**config.mk**
```make
export PLATFORM = sky130hd
export DESIGN_NAME = fetch_prefetch_unit
export DESIGN_NICKNAME = d
export VERILOG_FILES = /design/src/rtl/fetch_prefetch_unit.sv
export SDC_FILE = /design/constraint.sdc
export NUM_CORES = 1
export LEC_CHECK = 0
export ABC_AREA = 1
export CORE_ASPECT_RATIO = 0.5
export CORE_MARGIN = 2
export CORE_UTILIZATION = 52
export CTS_CLUSTER_DIAMETER = 100
export DETAILED_ROUTE_END_ITERATION = 16
export PLACE_DENSITY = 0.82
export SLEW_MARGIN = 20
export SYNTH_ARGS = -nofsm -noshare
export SYNTH_HDL_FRONTEND = slang
export SYNTH_SLANG_ARGS = --single-unit
```
**constraint.sdc**
```tcl
create_clock -name clk -period 12.1 [get_ports clk]
set_input_delay 1.21 -clock clk [delete_from_list [all_inputs] [get_ports clk]]
set_output_delay 1.21 -clock clk [all_outputs]
set_load 0.05 [all_outputs]
```
**src/rtl/fetch_prefetch_unit.sv**
```systemverilog
// Instruction-fetch front end: sequential ROM reads, tagged prefetch FIFO, ARM condition verdict.
// Optional macro FETCH_SKIP_FAILED_EN drops condition-failed head entries instead of presenting them.
module fetch_prefetch_unit #(
    parameter int                ADDR_W     = 32,
    parameter int                DATA_W     = 32,
    parameter int                FIFO_DEPTH = 4,
    parameter int                MEM_LAT    = 1,
    parameter logic [ADDR_W-1:0] RESET_PC   = '0
) (
    input  logic                          clk,
    input  logic                          rst,
    output logic                          mem_rd,
    output logic [ADDR_W-1:0]             mem_addr,
    input  logic [DATA_W-1:0]             mem_rdata,
    input  logic                          redirect,
    input  logic [1:0]                    pc_s,
    input  logic [ADDR_W-1:0]             pc_b_out,
    input  logic [ADDR_W-1:0]             pc_f_out,
    input  logic [3:0]                    NZCV,
    input  logic                          ir_ready,
    output logic                          ir_valid,
    output logic [DATA_W-1:0]             IR,
    output logic [ADDR_W-1:0]             IR_pc,
    output logic                          cond_pass,
    output logic [$clog2(FIFO_DEPTH):0]   fifo_count
);
    localparam int PTR_W = $clog2(FIFO_DEPTH);
    localparam int CNT_W = PTR_W + 1;
    localparam int OCC_W = CNT_W + 1;

    logic [ADDR_W-1:0] r_pc;
    logic [MEM_LAT-1:0] r_tag_vld;
    logic [ADDR_W-1:0] r_tag_pc [MEM_LAT];
    logic [DATA_W-1:0] r_fifo_data [FIFO_DEPTH];
    logic [ADDR_W-1:0] r_fifo_pc [FIFO_DEPTH];
    logic [PTR_W-1:0]  r_wr_ptr;
    logic [PTR_W-1:0]  r_rd_ptr;
    logic [CNT_W-1:0]  r_count;

    logic [OCC_W-1:0]  w_inflight;
    logic [OCC_W-1:0]  w_occupied;
    logic              w_issue;
    logic              w_push;
    logic              w_pop;
    logic              w_head_present;
    logic              w_valid;
    logic              w_cond;
    logic [DATA_W-1:0] w_head_ir;
    logic [ADDR_W-1:0] w_head_pc;
    logic [ADDR_W-1:0] w_target;

    function automatic logic f_cond(input logic [3:0] cc, input logic [3:0] f);
        logic n, z, c, v;
        {n, z, c, v} = f;
        case (cc)
            4'h0:    return z;
            4'h1:    return !z;
            4'h2:    return c;
            4'h3:    return !c;
            4'h4:    return n;
            4'h5:    return !n;
            4'h6:    return v;
            4'h7:    return !v;
            4'h8:    return c && !z;
            4'h9:    return !c || z;
            4'hA:    return n == v;
            4'hB:    return n != v;
            4'hC:    return !z && (n == v);
            4'hD:    return z || (n != v);
            default: return 1'b1;
        endcase
    endfunction

    // Credits cover both buffered and in-flight words, so a returning word always finds a free slot.
    always_comb begin
        w_inflight = '0;
        for (int k = 0; k < MEM_LAT; k++) begin
            w_inflight = w_inflight + {{(OCC_W-1){1'b0}}, r_tag_vld[k]};
        end
        w_occupied = {1'b0, r_count} + w_inflight;
    end

    assign w_issue        = !rst && !redirect && (w_occupied < OCC_W'(FIFO_DEPTH));
    assign w_push         = r_tag_vld[MEM_LAT-1] && !redirect;
    assign w_head_present = (r_count != '0);
    assign w_head_ir      = w_head_present ? r_fifo_data[r_rd_ptr] : '0;
    assign w_head_pc      = w_head_present ? r_fifo_pc[r_rd_ptr] : '0;
    assign w_cond         = f_cond(w_head_ir[DATA_W-1 -: 4], NZCV);

    // ir_valid/ir_ready: the head entry moves to decode on a falling edge where both are high;
    // ir_valid never depends on ir_ready, and a redirect on that edge cancels the transfer.
`ifdef FETCH_SKIP_FAILED_EN
    assign w_valid = w_head_present && w_cond;
    assign w_pop   = !redirect && w_head_present && (!w_cond || ir_ready);
`else
    assign w_valid = w_head_present;
    assign w_pop   = !redirect && w_head_present && ir_ready;
`endif

    always_comb begin
        case (pc_s)
            2'b00:   w_target = r_pc + ADDR_W'(4);
            2'b01:   w_target = pc_b_out;
            2'b10:   w_target = pc_f_out;
            default: w_target = RESET_PC;
        endcase
    end

    always_ff @(negedge clk or posedge rst) begin
        if (rst) begin
            r_pc      <= RESET_PC;
            r_tag_vld <= '0;
            r_wr_ptr  <= '0;
            r_rd_ptr  <= '0;
            r_count   <= '0;
        end else begin
            if (redirect) begin
                r_pc <= w_target;
            end else if (w_issue) begin
                r_pc <= r_pc + ADDR_W'(4);
            end
            r_tag_vld[0] <= w_issue;
            for (int k = 1; k < MEM_LAT; k++) begin
                r_tag_vld[k] <= r_tag_vld[k-1] && !redirect;
            end
            if (redirect) begin
                r_wr_ptr <= '0;
                r_rd_ptr <= '0;
                r_count  <= '0;
            end else begin
                if (w_push) r_wr_ptr <= r_wr_ptr + PTR_W'(1);
                if (w_pop)  r_rd_ptr <= r_rd_ptr + PTR_W'(1);
                case ({w_push, w_pop})
                    2'b10:   r_count <= r_count + CNT_W'(1);
                    2'b01:   r_count <= r_count - CNT_W'(1);
                    default: r_count <= r_count;
                endcase
            end
        end
    end

    // Payload storage needs no reset: occupancy and tag-valid bits qualify every entry.
    always_ff @(negedge clk) begin
        r_tag_pc[0] <= r_pc;
        for (int k = 1; k < MEM_LAT; k++) begin
            r_tag_pc[k] <= r_tag_pc[k-1];
        end
        if (w_push) begin
            r_fifo_data[r_wr_ptr] <= mem_rdata;
            r_fifo_pc[r_wr_ptr]   <= r_tag_pc[MEM_LAT-1];
        end
    end

    assign mem_rd     = w_issue;
    assign mem_addr   = r_pc;
    assign ir_valid   = w_valid;
    assign IR         = w_valid ? w_head_ir : '0;
    assign IR_pc      = w_valid ? w_head_pc : '0;
    assign cond_pass  = w_cond;
    assign fifo_count = r_count;

endmodule

```
==> summary.md <==
| Metric | Value |
|---|---|
| H-Tree Depth | 1 |
| Synth area leader | edfxtp_1 |
| Seq pwr share | 33.4% |
| Clk_lat worst skew | 0.63 ns |
| CTS tree | built |
| Max Cap Viol | 0 |
| Switching share of power | 42.6% |
| Final Slew Violations | 0 |
| Antenna Nets Post-Route | 0 |
| Final setup viols | 0 |
| Synth Register Bits | 328 |
| Clk root buf | clkbuf_16 |
| Slew @ Worst Pin | 1.05 ns |
| Power share of the clock group | 32.9% |
| CP peak stage delay | 0.86 ns |
| Post-route DRC | 0 |
| Die ar. | 28,300 um2 |
| Inserted Clock Buffers | 30 |
| Initial DRC Count | 1,284 |
| Max rail drop VDD | 0.124 mV |
| Pwr Total | 4150 uW |
| Sw Pwr | 1760 uW |
| Routability cong. | 0.893 |
| Syn Nets | 1,454 |
| First-pass GRT wire length | 59.7 mm |
| Sequential area share after synthesis | 66.7% |
| Met1 Usage GRT | 31.3% |
| Vias | 11,900 |
| Status | finished, final reports clean |
| Final hold vios | 0 |
| Most Crowded Layer GR | met2 |
| DR pass1 iterations | 7 |
| RR Endpoint | r_rd_ptr[1]$_DFFE_NP0P_ |
| TritonCTS Sinks | 328 |
| Final Instance Area | 18,400 um2 |
| Cell family with most CP delay | buffers and inverters |
| CP endpoint | IR_pc[11] |
| R2R cell count | 5 |
| CP startpoint kind | register |
| Prevailing post-synth register cell | edfxtp_1 |
| Worst endpoint required time | 10.89 ns |
| Port bufs | 207 |
| Cell Rows | 42 |
| Combinational cell fraction of total power | 33.7% |
| Post-Place Cell Area | 16,300 um2 |
| Core Area | 26,400 um2 |
| GR Util met2 | 47.0% |
| Cts repair resizes | 0 |
| Hold WC Path Type | reg -> reg |
| CP max-delay cell | clkdlybuf4s50_1 |
| GR Util met3 | 6.69% |
| GRT overflow | 0 |
| Share of cells above drive strength 1 | 5.89% |
| Filler instances | 1,821 |
| Number of buffers added for setup after CTS | 0 |
| Start point of the critical path | r_rd_ptr[0]$_DFFE_NP0P_ |
| Layout area overhead | 31.6% |
| Clock slew at reported path FFs | 0.05 ns |
| Synthesized area per cell | 10.4 um2 |
| Detailed Place HPWL | 22.5 mm |
| Reg area | 9330 um2 |
| Most common cell after layout, fill and taps aside | inv_1 |
| Vias in the first global route | 12,200 |
| Syn Inst Count | 1,342 |
| Bufs and invs on worst path | 3 |
| Leak | 0.00795 uW |
| Worst Skew | 0.0933 ns |
| Clock buffer depth | 3 |
| I/O Pins | 208 |
| Yosys warning total | 0 |
| Worst Path Class, Setup | reg -> out |
| Critical R2R Launch | r_rd_ptr[0]$_DFFE_NP0P_ |
| Synth top area cells | edfxtp_1, nor2_1, dfrtn_1, o21ai_0, dfxtp_1 |
| Post-synth EDFFs | 256 |
| Power Density | 225 nW/um2 |
| Routed len/inst | 17.7 um |
| Vias per cell | 5.44 |
| Most frequent cells in the layout | inv_1, nor2_1, edfxtp_1 |
| Internal cell power | 2380 uW |
| All-Layer GR Usage | 26.8% |
| CTS Hold Bufs | 0 |
| Worst-path cell chain | buf_4 > buf_4 > nor2_1 > nor2_1 > o21ai_0 > a21oi_1 > clkdlybuf4s50_1 |
| Async set-reset flop share out of synthesis | 12.2% |
| Die Span X | 236 um |
| # nets final | 1,922 |
| Yosys top cell area share | 54.9% |
| Initial antenna violation count | 2 |
| Crit. path cell count | 7 |
| Worst setup EP type | primary output |
| Height of the die | 120 um |
| Post-Syn Area | 14,000 um2 |
| CP Max Fanout | 77 |
| Starting density of the core | 52.9% |
| Rel. slew slack | 29.8% |
| Multi-input logic area | 4080 um2 |
| Final TNS setup | 0 ns |
| Crit path arrival time | 9.93 ns |
| Largest net degree at the start of global routing | 78 |
| Unrepaired setup endpoints after global routing | no |
| Count of cell types in the netlist | 45 |
| FF-to-FF setup slack | 9.54 ns |
| Final wirelength | 38.7 mm |
cell families after synthesis:
logic type      after synthesis  share of synthesized area (%)
compound gates              259                           9.76
xor+xnor                      4                          0.250
simple gates                598                           18.3
buf+inv                     147                           4.37
flops                       328                           66.7
fa+ha+maj                     6                          0.590
layer usage:
layer / wire length [um] / share of wire, %
met2: 19400 / 50
met1: 14800 / 38
met5: 0 / 0
met3: 3420 / 8.8
met4: 1110 / 2.9
flip-flops by register name, summed over array words and instances (netlist names):
register     cells
r_fifo_data    128
fifo_count       3
r_tag_vld        1
mem_addr        32
r_tag_pc        32
r_wr_ptr         2
r_fifo_pc      128
r_rd_ptr         2
cell type report:
cell class,count,share of cell area [%]
well taps,352,2.39
inverters,71,1.45
clock inverters,311,7.11
flip-flops and latches,328,50.7
diodes,2,0.0272
repair buffers,224,11.9
multi-input cells,867,22.2
clock buffers,33,4.25
cell usage after synthesis (6+ instances only):
cell	count
inv_2	8
nand2_2	6
dfrtn_1	40
edfxtp_1	256
nand4_1	7
nand3_1	114
buf_1	12
o21ai_0	134
o211ai_1	6
buf_2	27
a31oi_1	11
nor2_1	287
nor2_4	6
clkbuf_1	31
dfxtp_1	32
o21ai_1	8
inv_1	63
nand2_1	158
a21oi_1	87
worst reg2reg max path, cell delays in order, from the launching register on:
cell	delay, ns
dfrtn_1	0.46
buf_4	0.49
buf_4	0.77
nand3_1	0.35
o21ai_0	0.23
a21oi_1	0.06
per-stage QoR:
step                      std cells  hold WS (ns)  util, %  setup WS [ns]
after detailed placement       1843         0.458     61.7           1.67
final                          2188         0.435     69.7          0.955
after CTS                      2186         0.430     69.7           1.02
after global routing           2188         0.453     69.7          0.795
after floorplan                1342         0.438        -           1.27
after global placement         1843         0.447     61.7           1.77
power by group through the flow:
stage	registers (uW)	logic, uW	clock network (uW)
finish	1390	1400	1360
global route	1390	1460	1490
CTS	1380	1390	1380
detailed placement	1400	1380	142
global placement	1390	1360	142
floorplan	1450	842	142
worst min-delay path by stage:
| stage | from | end | slack, ns | cells past startpoint |
|---|---|---|---|---|
| global placement | r_tag_pc[0][31]$_DFF_N_ | r_fifo_pc[0][31]$_DFFE_NP_ | 0.45 | 0 |
| finish | mem_addr[30]$_DFFE_NP0P_ | r_tag_pc[0][30]$_DFF_N_ | 0.43 | 0 |
| CTS | mem_addr[30]$_DFFE_NP0P_ | r_tag_pc[0][30]$_DFF_N_ | 0.43 | 0 |
| detailed placement | r_tag_pc[0][23]$_DFF_N_ | r_fifo_pc[2][23]$_DFFE_NP_ | 0.46 | 0 |
| floorplan | r_tag_pc[0][0]$_DFF_N_ | r_fifo_pc[0][0]$_DFFE_NP_ | 0.44 | 0 |
| global route | mem_addr[30]$_DFFE_NP0P_ | r_tag_pc[0][30]$_DFF_N_ | 0.45 | 0 |
Note: power is estimated with default switching activity, not from simulation.
